$ cat src/rtl/regfile_wb_arbiter_pkg.sv
// Shared widths, id type and round-robin pointer helper for the writeback arbiter.
package regfile_wb_arbiter_pkg;

  localparam int unsigned WB_ARB_REQ_NUM = 3;
  localparam int unsigned WB_ARB_ID_W    = 3;
  localparam int unsigned REG_ADDR_W     = 5;
  localparam int unsigned REG_W          = 32;

  typedef logic [WB_ARB_ID_W-1:0] wb_arb_id_t;

  // Index following g, wrapping n-1 back to 0.
  function automatic wb_arb_id_t rr_next(input wb_arb_id_t g, input int unsigned n);
    logic [WB_ARB_ID_W:0] inc;
    inc = {1'b0, g} + (WB_ARB_ID_W + 1)'(1);
    return (32'(inc) >= n) ? '0 : inc[WB_ARB_ID_W-1:0];
  endfunction

endpackage

$ cat src/rtl/regfile_wb_arbiter_rr_pick.sv
// Round-robin picker: first set request at or after start, wrapping modulo NUM_REQ.
module regfile_wb_arbiter_rr_pick
  import regfile_wb_arbiter_pkg::*;
#(
  parameter int unsigned NUM_REQ = WB_ARB_REQ_NUM
) (
  input  logic [NUM_REQ-1:0] req,
  input  wb_arb_id_t         start,
  output logic [NUM_REQ-1:0] grant_c,
  output wb_arb_id_t         grant_idx_c,
  output logic               grant_vld_c
);

  logic [NUM_REQ-1:0]   rot;
  logic [WB_ARB_ID_W:0] sum;

  always_comb begin
    grant_c     = '0;
    grant_idx_c = '0;
    grant_vld_c = 1'b0;
    sum         = '0;
    // Rotate so bit 0 is the requester at start; first set bit wins.
    rot = NUM_REQ'({req, req} >> start);
    for (int unsigned i = 0; i < NUM_REQ; i++) begin
      if (!grant_vld_c && rot[i]) begin
        grant_vld_c = 1'b1;
        sum         = {1'b0, start} + (WB_ARB_ID_W + 1)'(i);
        grant_idx_c = (32'(sum) >= NUM_REQ) ? WB_ARB_ID_W'(32'(sum) - NUM_REQ)
                                            : sum[WB_ARB_ID_W-1:0];
      end
    end
    for (int unsigned j = 0; j < NUM_REQ; j++) begin
      grant_c[j] = grant_vld_c && (grant_idx_c == WB_ARB_ID_W'(j));
    end
  end

endmodule

$ cat src/rtl/regfile_wb_arbiter.sv
// Round-robin arbiter sharing the register file write port among writeback sources.
// WB_ARB_PIPE_PRIO_EN gives requester 0 (pipeline WB) absolute priority.
module regfile_wb_arbiter
  import regfile_wb_arbiter_pkg::*;
#(
  parameter int unsigned NUM_REQ = WB_ARB_REQ_NUM,
  parameter int unsigned ADDR_W  = REG_ADDR_W,
  parameter int unsigned DATA_W  = REG_W
) (
  input  logic                      clk,
  input  logic                      rst,
  input  logic [NUM_REQ-1:0]        req_valid,
  input  logic [NUM_REQ*ADDR_W-1:0] req_addr,
  input  logic [NUM_REQ*DATA_W-1:0] req_data,
  output logic [NUM_REQ-1:0]        req_ready,
  output logic                      write_en,
  output logic [ADDR_W-1:0]         write_addr,
  output logic [DATA_W-1:0]         write_data,
  output logic [WB_ARB_ID_W-1:0]    grant_id
);

  wb_arb_id_t         rr_ptr;
  wb_arb_id_t         pick_idx;
  wb_arb_id_t         sel_idx;
  logic [NUM_REQ-1:0] pick_req;
  logic [NUM_REQ-1:0] pick_grant;
  logic [NUM_REQ-1:0] sel_grant;
  logic               pick_vld;
  logic               sel_vld;
  logic               adv_ptr;
  logic [ADDR_W-1:0]  sel_addr;
  logic [DATA_W-1:0]  sel_data;

`ifdef WB_ARB_PIPE_PRIO_EN
  assign pick_req = req_valid & ~NUM_REQ'(1);
`else
  assign pick_req = req_valid;
`endif

  regfile_wb_arbiter_rr_pick #(
    .NUM_REQ(NUM_REQ)
  ) u_rr_pick (
    .req        (pick_req),
    .start      (rr_ptr),
    .grant_c    (pick_grant),
    .grant_idx_c(pick_idx),
    .grant_vld_c(pick_vld)
  );

  // Final grant: optional pipeline override, then gated off while in reset.
  always_comb begin
    sel_grant = pick_grant;
    sel_idx   = pick_idx;
    sel_vld   = pick_vld;
    adv_ptr   = pick_vld;
`ifdef WB_ARB_PIPE_PRIO_EN
    if (req_valid[0]) begin
      sel_grant = NUM_REQ'(1);
      sel_idx   = '0;
      sel_vld   = 1'b1;
      adv_ptr   = 1'b0;
    end
`endif
    if (!rst) begin
      sel_grant = '0;
      sel_vld   = 1'b0;
      adv_ptr   = 1'b0;
    end
  end

  assign req_ready = sel_grant;

  // One-hot mux of the granted payload.
  always_comb begin
    sel_addr = '0;
    sel_data = '0;
    for (int unsigned i = 0; i < NUM_REQ; i++) begin
      if (sel_grant[i]) begin
        sel_addr = req_addr[i*ADDR_W +: ADDR_W];
        sel_data = req_data[i*DATA_W +: DATA_W];
      end
    end
  end

  // Write port register; r0 writes are accepted but never enabled.
  always_ff @(posedge clk or negedge rst) begin
    if (!rst) begin
      write_en   <= 1'b0;
      write_addr <= '0;
      write_data <= '0;
      grant_id   <= '0;
      rr_ptr     <= '0;
    end else begin
      write_en <= sel_vld && (sel_addr != '0);
      if (sel_vld) begin
        write_addr <= sel_addr;
        write_data <= sel_data;
        grant_id   <= sel_idx;
      end
      if (adv_ptr) begin
        rr_ptr <= rr_next(sel_idx, NUM_REQ);
      end
    end
  end

endmodule
$ cat config.mk
export PLATFORM = sky130hd
export DESIGN_NAME = regfile_wb_arbiter
export DESIGN_NICKNAME = d
export VERILOG_FILES = /design/src/rtl/regfile_wb_arbiter_pkg.sv /design/src/rtl/regfile_wb_arbiter_rr_pick.sv /design/src/rtl/regfile_wb_arbiter.sv
export SDC_FILE = /design/constraint.sdc
export NUM_CORES = 1
export LEC_CHECK = 0
export ABC_AREA = 0
export BUFFER_PORTS_ARGS = -buffer_cell sky130_fd_sc_hd__buf_2
export CORE_MARGIN = 4
export CORE_UTILIZATION = 41
export DETAILED_ROUTE_END_ITERATION = 6
export PLACE_DENSITY_LB_ADDON = 0.08
export SLEW_MARGIN = 20
export SYNTH_ARGS = -nofsm -noshare
export SYNTH_HDL_FRONTEND = slang
export SYNTH_HIERARCHICAL = 1
export SYNTH_SLANG_ARGS = --single-unit
$ cat constraint.sdc
create_clock -name clk -period 3.1 [get_ports clk]
set_input_delay 0.465 -clock clk [delete_from_list [all_inputs] [get_ports clk]]
set_output_delay 0.465 -clock clk [all_outputs]
set_load 0.1 [all_outputs]
=== Yosys cells after proc, flatten, opt, wreduce, memory -nomap -nowiden ===
Cells that the tools add are included.

* Add/subtract/negate cells: 6
* Multiplexer cells: 18
* Equal/unequal tests: 2
* Shift-type cells: 1
* Reductions and logical operators: 10
* Magnitude comparators: 4

{| class="wikitable"
|+ Operators by type and width
! kind !! count
|-
| two-way mux 32 bit || 3
|-
| two-way mux 3 bit || 8
|-
| two-way mux 5 bit || 3
|-
| >= comparator 4 x 2 -> 1 bit (second input constant) || 3
|-
| subtractor 3 x 2 -> 3 bit (second input constant) || 3
|-
| adder 3 x 1 -> 4 bit (second input constant) || 2
|-
| logical AND 1 bit || 6
|-
| >> shifter 6 x 3 -> 3 bit || 1
|-
| nonzero test 5 bit || 1
|-
| adder 3 x 2 -> 4 bit (second input constant) || 1
|-
| two-way mux 1 bit || 4
|-
| equality test 3 x 1 -> 1 bit (second input constant) || 1
|-
| equality test 3 x 2 -> 1 bit (second input constant) || 1
|-
| >= comparator 3 x 2 -> 1 bit (second input constant) || 1
|-
| zero test 3 bit || 1
|-
| zero test 1 bit || 2
|}

* Logic and storage cells: 46
* Output and inout port bits: 44
* Register bits after elaboration: 44
* Input port bits: 116

=== Longest topological paths before layout ===
Gate-level depths: netlist of the first run.

* Word-level depth: 16
* Depth in mapped cells: 15
* Mapped depth without buffers: 13

=== Hierarchy ===
Netlist of the first run, hierarchy kept.

{| class="wikitable"
|+ Modules (own cells, without submodules)
! module !! sequential area each (µm²) !! area an instance (µm²) !! times used !! cells an instance
|-
| regfile_wb_arbiter || 1,101.1 || 2,427.3 || 1 || 241
|-
| regfile_wb_arbiter_rr_pick || 0.0 || 569.3 || 1 || 78
|}

=== Worst setup path after synthesis of the first run ===
No wires, ideal clock.

* Path type: input to output
* Start: input port req_valid[0]
* End: output port req_ready[2]
* Stages on the path: 11
* Path buffers: 3
* Path slack: -0.168 ns
* Data arrival time: 2.803 ns
* Data required time: 2.635 ns
* Cell sequence: clkbuf_1 > or3b_1 > a211oi_1 > o31ai_1 > a31oi_1 > inv_1 > nor3_1 > nand2_2 > inv_2 > buf_6 > buf_6

* Longest elaborated chain between the ends: 11

{| class="wikitable"
|+ RTL lines
! item !! line !! source
|-
| from (decl) || regfile_wb_arbiter.sv:12 || <nowiki>input logic [NUM_REQ-1:0] req_valid,</nowiki>
|-
| >> shifter 6 x 3 -> 3 bit (*) || regfile_wb_arbiter_rr_pick.sv:23 || <nowiki>rot = NUM_REQ'({req, req} >> start);</nowiki>
|-
| two-way mux 1 bit || regfile_wb_arbiter_rr_pick.sv:25 || <nowiki>if (!grant_vld_c && rot[i]) begin</nowiki>
|-
| zero test 1 bit || regfile_wb_arbiter_rr_pick.sv:25 ||
|-
| logical AND 1 bit || regfile_wb_arbiter_rr_pick.sv:25 ||
|-
| two-way mux 1 bit || regfile_wb_arbiter_rr_pick.sv:25 ||
|-
| zero test 1 bit || regfile_wb_arbiter_rr_pick.sv:25 ||
|-
| logical AND 1 bit || regfile_wb_arbiter_rr_pick.sv:25 ||
|-
| two-way mux 3 bit (*) || regfile_wb_arbiter_rr_pick.sv:25 ||
|-
| via pick_idx[1] || regfile_wb_arbiter.sv:23 || <nowiki>wb_arb_id_t pick_idx;</nowiki>
|-
| equality test 3 x 2 -> 1 bit (*) || regfile_wb_arbiter_rr_pick.sv:33 || <nowiki>grant_c[j] = grant_vld_c && (grant_idx_c == WB_ARB_ID_W'(j));</nowiki>
|-
| logical AND 1 bit (*) || regfile_wb_arbiter_rr_pick.sv:33 ||
|-
| via pick_grant[2] || regfile_wb_arbiter.sv:26 || <nowiki>logic [NUM_REQ-1:0] pick_grant;</nowiki>
|-
| two-way mux 3 bit (*) || regfile_wb_arbiter.sv:64 || <nowiki>if (!rst) begin</nowiki>
|-
| to (decl) || regfile_wb_arbiter.sv:15 || <nowiki>output logic [NUM_REQ-1:0] req_ready,</nowiki>
|}

Mark *: on every way through the listed nets, which the timed path passes. The rest lies on a longest branch.

=== Worst setup path in the final report of the first run ===
* Start: register rr_ptr[0]
* End: output port req_ready[0]

* Longest elaborated chain between the ends: 11

{| class="wikitable"
|+ RTL lines
! item !! line !! source
|-
| from (decl) || regfile_wb_arbiter.sv:22 || <nowiki>wb_arb_id_t rr_ptr;</nowiki>
|-
| from (signal assigned) || regfile_wb_arbiter.sv:101 || <nowiki>rr_ptr <= rr_next(sel_idx, NUM_REQ);</nowiki>
|-
| parallel branches: the longest is 7 deep, another holds adder 3 x 1 -> 4 bit || -- ||
|-
| two-way mux 3 bit (*) || regfile_wb_arbiter_rr_pick.sv:25 ||
|-
| via pick_idx[1] || regfile_wb_arbiter.sv:23 ||
|-
| zero test 3 bit (*) || regfile_wb_arbiter_rr_pick.sv:33 ||
|-
| logical AND 1 bit (*) || regfile_wb_arbiter_rr_pick.sv:33 ||
|-
| via pick_grant[0] || regfile_wb_arbiter.sv:26 ||
|-
| two-way mux 3 bit (*) || regfile_wb_arbiter.sv:64 ||
|}

Mark *: on every way through the listed nets, which the timed path passes.

==> results.cfg, run 1 <==
[run_status]
outcome = finished with violations
violations = setup timing

[floorplanning]
coreArea_sq_mm = 0.00694
dieArea_sq_mm = 0.00874
die_h_um = 93.5
rows = 30
io_pins = 160
start_util = 0.432
die_x_um = 93.5

[timing]
hold_viol_final = 0
timing.fmax_ghz = 0.311
rsz0062_at_grt = yes
setup_viol = 4
worst_pin_slew_ps = 528
final.setup.worst_slack_ps = -117
holdWs_ps = 132
clock_skew_ps = 2.33
finalCriticalPeriod_ps = 3220
maxSlewHeadroom = 0.648
slew_viol_final = 0
post-route-period-util = 1.04

[layout]
final_area_sq_mm = 0.00443
area_delta_synth_final_pct = 47.8
fill_cells = 614
final_nets = 625
drive_gt1_frac = 0.494

[global_routing]
antenna_found_initial = 1
grt_start_max_net_pins = 33
grt_pass1_wl_mm = 15.3
grt_overflow = 0
track_usage = 0.222
grt_pass1_vias = 3160

[synthesis]
syn_inst = 319
async_flop_share = 1.00
syn-num-nets = 445
synth.area.top_cells = dfrtp_1, a221oi_1, o31ai_1, nor2b_1, nand2_1
synth_area_per_cell_sq_um = 9.39
synth_edf_count = 0
yosysWarnings = 6
yosysMostFrequentCell = dfrtp_1
ys_seq_area_frac = 0.367
synth.largest_area_cell = dfrtp_1
synth_top_flop_cell = dfrtp_1
synth_top_area_frac = 0.367
synth_common_cells = dfrtp_1, nand2_1, o31ai_1
syn_area_sq_mm = 0.00300
synth-seq-cells = 44
synth.distinct_cells = 54

[detailed_routing]
drt_wl_total_mm = 9.89
drc = 0
wl_per_cell_um = 16.6
top_layer = met4
drt-pass1-iter-count = 4
vias = 3188
drtAntennaViolNets = 0
vias_per_cell = 5.34
wl_met2_mm = 4.94
dr_wl_met3_um = 809
drt_iter0_drc = 109
drt-met1-wl_mm = 4.03

[clocking]
clockRootBuffer = clkbuf_8
clkLatencyLatePin_ps = 300
path_clk_slew_ps = 90
clock-sinks = 44
cts-buffers-inserted = 5
cts_buffer_depth = 2
cts_max_level = 2
cts_tree = done

[placed_design]
place_area_sq_mm = 0.00410
dp.final_hpwl_mm = 7.50
port-buffer-count = 159
dp_slack_ps = -186
gp_congestion = 0.878

[setup_path]
startpoint_type = flip-flop
cp_top_family = simple AND/OR/NAND/NOR gates
crit_path_top_delay_cell = dfrtp_1
critPathMaxFanout = 5
cp.required_ps = 2630
critical_path_arrival_ps = 2750
crit_buf_inv = 3
worstPathCellList = buf_6, nand2b_4, or4_4, a211oi_2, a31oi_1, or3b_1, nor2_1, buf_4, and2_4, buf_12
critical_path_class = reg -> out
critPathMaxStageDelay_ps = 440
r2r_slack_ps = -20
cp-end-kind = output pin

[flow_run]
timing.max_cap.violations = 0

[worst_hold_path]
hold_path.class = in -> async
==> worst register-to-register path, stage by stage (launching register included) <==
cell and delay, ps:
dfrtp_1 440, buf_6 160, nand2b_4 140, or4_4 430, a211oi_2 240, a31oi_1 80
or3b_1 380, nor2b_1 160, and3b_2 240, buf_12 160, a221oi_4 240, o22a_1 200
a41oi_2 120
==> cell usage in the layout, fill, tap and decap left out, types with 3 or more instances in the layout <==
| cell type | n |
|---|---|
| nor2b_1 | 34 |
| buf_6 | 5 |
| nand2_1 | 42 |
| buf_4 | 35 |
| inv_1 | 3 |
| a221oi_1 | 22 |
| a21oi_1 | 4 |
| a221o_1 | 3 |
| a221oi_2 | 10 |
| nor2_1 | 10 |
| or3b_1 | 3 |
| buf_12 | 7 |
| o21ai_0 | 7 |
| o31ai_1 | 36 |
| a21o_1 | 3 |
| ha_1 | 10 |
| buf_2 | 156 |
| dfrtp_1 | 43 |
| a211oi_2 | 3 |
| clkbuf_8 | 5 |
==> path summary, 6_finish.rpt <==
kind | startpoint | endpoint | cells after the start
max | rr_ptr[0]$_DFFE_PN0P_ | req_ready[0] | 10
max in group asynchronous | rst | rr_ptr[1]$_DFFE_PN0P_ | 2
min | rst | write_data[22]$_DFFE_PN0P_ | 1
min in group clk | req_data[79] | write_data[15]$_DFFE_PN0P_ | 3
max reg2reg | rr_ptr[0]$_DFFE_PN0P_ | write_en$_DFF_PN0_ | 12
min reg2reg | write_data[15]$_DFFE_PN0P_ | write_data[15]$_DFFE_PN0P_ | 2
==> cell families after synthesis <==
| family | share of synthesized area |
|---|---|
| buffers and inverters | 0.0781 |
| AO/OA/AOI/OAI | 0.278 |
| AND/OR/NAND/NOR | 0.208 |
| flip-flops | 0.367 |
| XOR/XNOR | 0.00585 |
| multiplexers | 0.0213 |
| adder cells (fa/ha/maj) | 0.0418 |
==> layout make-up <==
type	instances	area [sq um]	area share
multi-input cells	238	1810	0.408
clock inverters	3	46.3	0.0105
repair buffers	204	1250	0.283
diodes	1	2.50	0.000565
clock buffers	5	68.8	0.0155
inverters	6	27.5	0.00621
flip-flops and latches	44	1100	0.249
well taps	96	120	0.0271
==> state kept, by name, indices dropped and copies added, names as in the netlist <==
signal and flops:
write_addr 5, rr_ptr 3, grant_id 3, write_data 32
write_en 1
==> routing by layer <==
| metal | up-vias | track usage |
|---|---|---|
| met5 | - | 0 |
| met4 | 0 | 0.0525 |
| met3 | 8 | 0.0603 |
| met2 | 127 | 0.383 |
| met1 | 1487 | 0.274 |
| li1 | 1566 | - |
==> timing repair <==
action                                  in CTS  in global routing
pin swaps                                   10                  1
resized for setup                           24                 11
endpoints found under the setup margin      38                 41
setup buffers                                6                  0
hold buffers                                 0                  0
==> through the flow <==
stage	std cells	setup TNS (ps)	utilization
CTS	596	-291	0.630
global route	597	-4320	0.638
global placement	582	-1920	0.591
detailed placement	582	-3160	0.591
floorplan	319	-48.2	-
finish	597	-278	0.638
Power of run 1 is left out: the tool's default activity adds up to more than one toggle a clock period on the data nets, which glitch-free logic cannot reach.
==> run 2: changes to the inputs <==
--- a/config.mk
+++ b/config.mk
@@ -11,6 +11,7 @@
 export CORE_UTILIZATION = 41
 export DETAILED_ROUTE_END_ITERATION = 6
 export PLACE_DENSITY_LB_ADDON = 0.08
+export SKIP_CTS_REPAIR_TIMING = 1
 export SLEW_MARGIN = 20
 export SYNTH_ARGS = -nofsm -noshare
 export SYNTH_HDL_FRONTEND = slang
==> run 2 against run 1 <==
The flow still finishes with violations (setup timing). Critical path depth shrank 1. Sequential cell count is the same. Cell count is 1.7% higher. Non-clock buffer count increased by 10. Setup slack better by 24 ps. Highest routed layer unchanged.
==> results.cfg, run 2 (synthesized netlist as in run 1, its figures left out) <==
[placed_design]
dp.cells = 582
port-buffer-count = 159
gp_congestion = 0.878
dp.final_hpwl_mm = 7.50

[setup_path]
startpoint_type = flip-flop
crit_buf_inv = 2
cp_top_family = simple AND/OR/NAND/NOR gates
r2r_start = rr_ptr[0]$_DFFE_PN0P_
reg2regPathDepth = 12
cp-end-kind = output pin
rr_endpoint = write_en$_DFF_PN0_
critical_path_arrival_ps = 2730
crit_path_top_delay_cell = dfrtp_1
critical_path_class = reg -> out
r2r_slack_ps = -20
worstPathCellList = buf_6, nand2b_4, or4_4, a211oi_2, a31oi_2, or3b_4, nor2b_2, and2_4, buf_12
cp.required_ps = 2630
critPathMaxStageDelay_ps = 440
critPathMaxFanout = 8

[floorplanning]
rows = 30
coreArea_sq_mm = 0.00694
die_h_um = 93.5
die_x_um = 93.5
io_pins = 160
start_util = 0.432
dieArea_sq_mm = 0.00874

[layout]
fill_cells = 568
reg_top3 = write_data (32), write_addr (5)
finalNonFillerCells = 607
largest_register = write_data
layout_common_cells = buf_2, dfrtp_1, buf_4
final_nets = 635
final_common_cell = buf_2
area_delta_synth_final_pct = 56.6
drive_gt1_frac = 0.555
largest_reg_flops = 32

[detailed_routing]
wl_per_cell_um = 17.5
drtAntennaViolNets = 0
drt_iter0_drc = 138
vias = 3265
drc = 0
drt-pass1-iter-count = 6
vias_per_cell = 5.38
drt_wl_total_mm = 10.6

[timing]
rsz0062_at_grt = yes
clock_skew_ps = 2.99
finalCriticalPeriod_ps = 3190
final.setup.worst_slack_ps = -93.0
post-route-period-util = 1.03
worst_pin_slew_ps = 533
timing.fmax_ghz = 0.313
setup_viol = 4
maxSlewHeadroom = 0.644
hold_viol_final = 0
slew_viol_final = 0

[clocking]
cts_tree = done
cts_max_level = 2
path_clk_slew_ps = 90
clockRootBuffer = clkbuf_8
cts_buffer_depth = 2
clock-sinks = 44
clkLatencyLatePin_ps = 300
cts-buffers-inserted = 5

[flow_run]
timing.max_cap.violations = 0

[global_routing]
track_usage = 0.213
antenna_found_initial = 1
grt_overflow = 0
grt_start_max_net_pins = 33
grt_pass1_vias = 3064
grt_pass1_wl_mm = 14.7

[worst_hold_path]
hold_path.class = in -> async

[run_status]
violations = setup timing
outcome = finished with violations
==> run 2: changes by cell type in the layout (fill, tap and decap cells not counted), sizes merged <==
cell	delta
buf	+9
clkbuf	+1
inv	-1
clkinv	+1
==> run 2: cell type report <==
class,count,area [sq um],area share
flip-flops and latches,44,1100,0.235
inverters,6,30.0,0.00640
well taps,96,120,0.0256
clock buffers,5,68.8,0.0147
repair buffers,214,1340,0.286
diodes,1,2.50,0.000533
clock inverters,3,46.3,0.00986
multi-input cells,238,1980,0.422
==> run 2: metrics by stage <==
step | instance area (sq um) | TNS, ps | setup WS (ps) | util | hold WS (ps)
2_1_floorplan | 3000 | -48.2 | -48.2 | - | 169
3_3_place_gp | 4100 | -1920 | -111 | 0.591 | 454
3_5_place_dp | 4100 | -3160 | -186 | 0.591 | 460
4_1_cts | 4220 | -5470 | -370 | 0.608 | 131
5_1_grt | 4690 | -2780 | -206 | 0.676 | 158
6_report | 4690 | -227 | -93.0 | 0.676 | 135
==> run 2: how the worst max path moves through the flow <==
stage	from	endpoint	slack [ps]	cells past startpoint
final	rr_ptr[0]$_DFFE_PN0P_	req_ready[1]	-90	9
after global routing	rr_ptr[0]$_DFFE_PN0P_	req_ready[1]	-210	9
after CTS	rr_ptr[1]$_DFFE_PN0P_	req_ready[1]	-370	10
after detailed placement	rr_ptr[1]$_DFFE_PN0P_	write_en$_DFF_PN0_	-190	13
after global placement	rr_ptr[1]$_DFFE_PN0P_	write_en$_DFF_PN0_	-110	13
after floorplan	req_valid[0]	req_ready[2]	-50	11
==> run 2: worst register-to-register path: stages, from the launching register on <==
cell and delay (ps):
dfrtp_1 440, buf_6 170, nand2b_4 140, or4_4 430
a211oi_2 260, a31oi_2 60, or3b_4 400, nor2b_2 130
and3b_2 230, buf_12 160, a221oi_4 250, o22a_1 200
a41oi_2 120
==> run 2: layer usage <==
metal,track usage,wire [um],vias up,share of wire
li1,-,-,1586,-
met1,0.267,4380,1543,0.41
met2,0.359,5350,122,0.50
met3,0.0603,712,14,0.067
met4,0.0513,178,0,0.017
met5,0,0,-,0
Power of run 2 is left out for the same reason.
==> run 3: changes to the inputs <==
--- a/config.mk
+++ b/config.mk
@@ -7,9 +7,9 @@
 export LEC_CHECK = 0
 export ABC_AREA = 0
 export BUFFER_PORTS_ARGS = -buffer_cell sky130_fd_sc_hd__buf_2
-export CORE_MARGIN = 4
 export CORE_UTILIZATION = 41
 export DETAILED_ROUTE_END_ITERATION = 6
+export HOLD_SLACK_MARGIN = 0.05
 export PLACE_DENSITY_LB_ADDON = 0.08
 export SKIP_CTS_REPAIR_TIMING = 1
 export SLEW_MARGIN = 20
==> run 3 against run 2 <==
Final area rose by 3.6%. The flow still finishes with violations (setup timing). First-iteration DRC count fell by 34%. Critical path depth did not move. Via count fell by 0.43%. Clock skew rose by 2.8 ps. Maximum frequency fell by 1.1%. Die area fell by 12%. Hold slack got worse by 9.3 ps.
==> results.cfg, run 3 (synthesized netlist as in run 1, its figures left out) <==
[layout]
area_delta_synth_final_pct = 62.2
largest_reg_flops = 32
reg_top3 = write_data (32), write_addr (5)
final_common_cell = buf_2
layout_common_cells = buf_2, nand2_1, dfrtp_1
final_nets = 638
multi_input_area_sq_mm = 0.00206
drive_gt1_frac = 0.573
fill_cells = 554
largest_register = write_data
fin_util = 0.700
seqCellArea_sq_mm = 0.00110
final_area_sq_mm = 0.00486
num_antenna_cells = 0

[detailed_routing]
vias_per_cell = 5.34
vias = 3251
drtAntennaViolNets = 0
drc = 0
wl_per_cell_um = 16.7
drt_iter0_drc = 91
drt-pass1-iter-count = 4
drt_wl_total_mm = 10.1

[setup_path]
critical_path_arrival_ps = 2760
cp.required_ps = 2630
cp-end-kind = output pin
critPathMaxFanout = 6
reg2regPathDepth = 12
startpoint_type = flip-flop
r2r_start = rr_ptr[0]$_DFFE_PN0P_
critical_path_class = reg -> out
rr_endpoint = write_en$_DFF_PN0_
r2r_slack_ps = -50

[placed_design]
gp_congestion = 0.837
dp.final_hpwl_mm = 6.99
port-buffer-count = 159
place_area_sq_mm = 0.00413

[global_routing]
grt_pass1_vias = 2893
track_usage = 0.237
grt_overflow = 0
antenna_found_initial = 0
grt_start_max_net_pins = 40
grt_pass1_wl_mm = 14.0

[floorplanning]
coreArea_sq_mm = 0.00694
io_pins = 160
die_h_um = 87.5
rows = 30
die_x_um = 87.5
dieArea_sq_mm = 0.00765
start_util = 0.432

[run_status]
violations = setup timing
outcome = finished with violations

[timing]
finalCriticalPeriod_ps = 3230
final.setup.worst_slack_ps = -128
clock_skew_ps = 5.84
rsz0062_at_grt = yes
timing.fmax_ghz = 0.310
post-route-period-util = 1.04
worst_pin_slew_ps = 570
setup_viol = 5
hold_viol_final = 0
maxSlewHeadroom = 0.619
slew_viol_final = 0

[clocking]
cts-buffers-inserted = 5
cts_buffer_depth = 2
cts_max_level = 2
clkLatencyLatePin_ps = 310
cts_tree = done
path_clk_slew_ps = 90
clockRootBuffer = clkbuf_8
clock-sinks = 44

[worst_hold_path]
hold_path.class = in -> async

[flow_run]
timing.max_cap.violations = 0
==> run 3: cell count changes in the layout (fill, tap and decap cells not counted), sizes merged <==
cell	before	now
buf	213	215
diode	1	0
clkbuf	6	7
==> run 3: how the worst max path moves through the flow <==
stage,startpoint,end,slack [ps],cells after the start
6_report,rr_ptr[0]$_DFFE_PN0P_,req_ready[0],-130,9
5_1_grt,rr_ptr[0]$_DFFE_PN0P_,req_ready[0],-250,9
4_1_cts,rr_ptr[1]$_DFFE_PN0P_,req_ready[1],-350,10
3_5_place_dp,rr_ptr[1]$_DFFE_PN0P_,write_en$_DFF_PN0_,-170,13
3_3_place_gp,rr_ptr[1]$_DFFE_PN0P_,write_en$_DFF_PN0_,-60,13
2_1_floorplan,req_valid[0],req_ready[2],-50,11
==> run 3: per-layer routing <==
| metal | track usage | share of wire | vias to the layer above |
|---|---|---|---|
| met5 | 0 | 0 | - |
| met4 | 0.0671 | 0.017 | 0 |
| met3 | 0.0635 | 0.061 | 15 |
| met2 | 0.407 | 0.51 | 120 |
| met1 | 0.292 | 0.41 | 1524 |
| li1 | - | - | 1592 |
==> run 3: metrics by stage <==
stage | worst slack [ps] | setup TNS (ps) | instances | hold slack (ps)
5_1_grt | -249 | -3990 | 609 | 158
6_report | -128 | -381 | 609 | 126
3_5_place_dp | -173 | -3290 | 584 | 460
3_3_place_gp | -61.9 | -961 | 584 | 455
4_1_cts | -352 | -4960 | 592 | 141
2_1_floorplan | -48.2 | -48.2 | 319 | 169
==> run 3: worst max-delay path, cell delays in order, from the launching register on <==
cell,delay (ps)
dfrtp_2,460
or4b_1,520
a31o_1,210
a211oi_2,220
a31oi_2,70
or3b_4,440
nor2_4,130
buf_6,100
and2_4,130
buf_12,170
==> run 3: area by class of cell <==
type,instances,area share
inverter,6,0.00566
clock inverter,3,0.00952
tap,96,0.0247
sequential,44,0.227
timing repair buffer,217,0.295
clock buffer,5,0.0142
multi-input combinational,238,0.423
Power of run 3 is left out for the same reason.
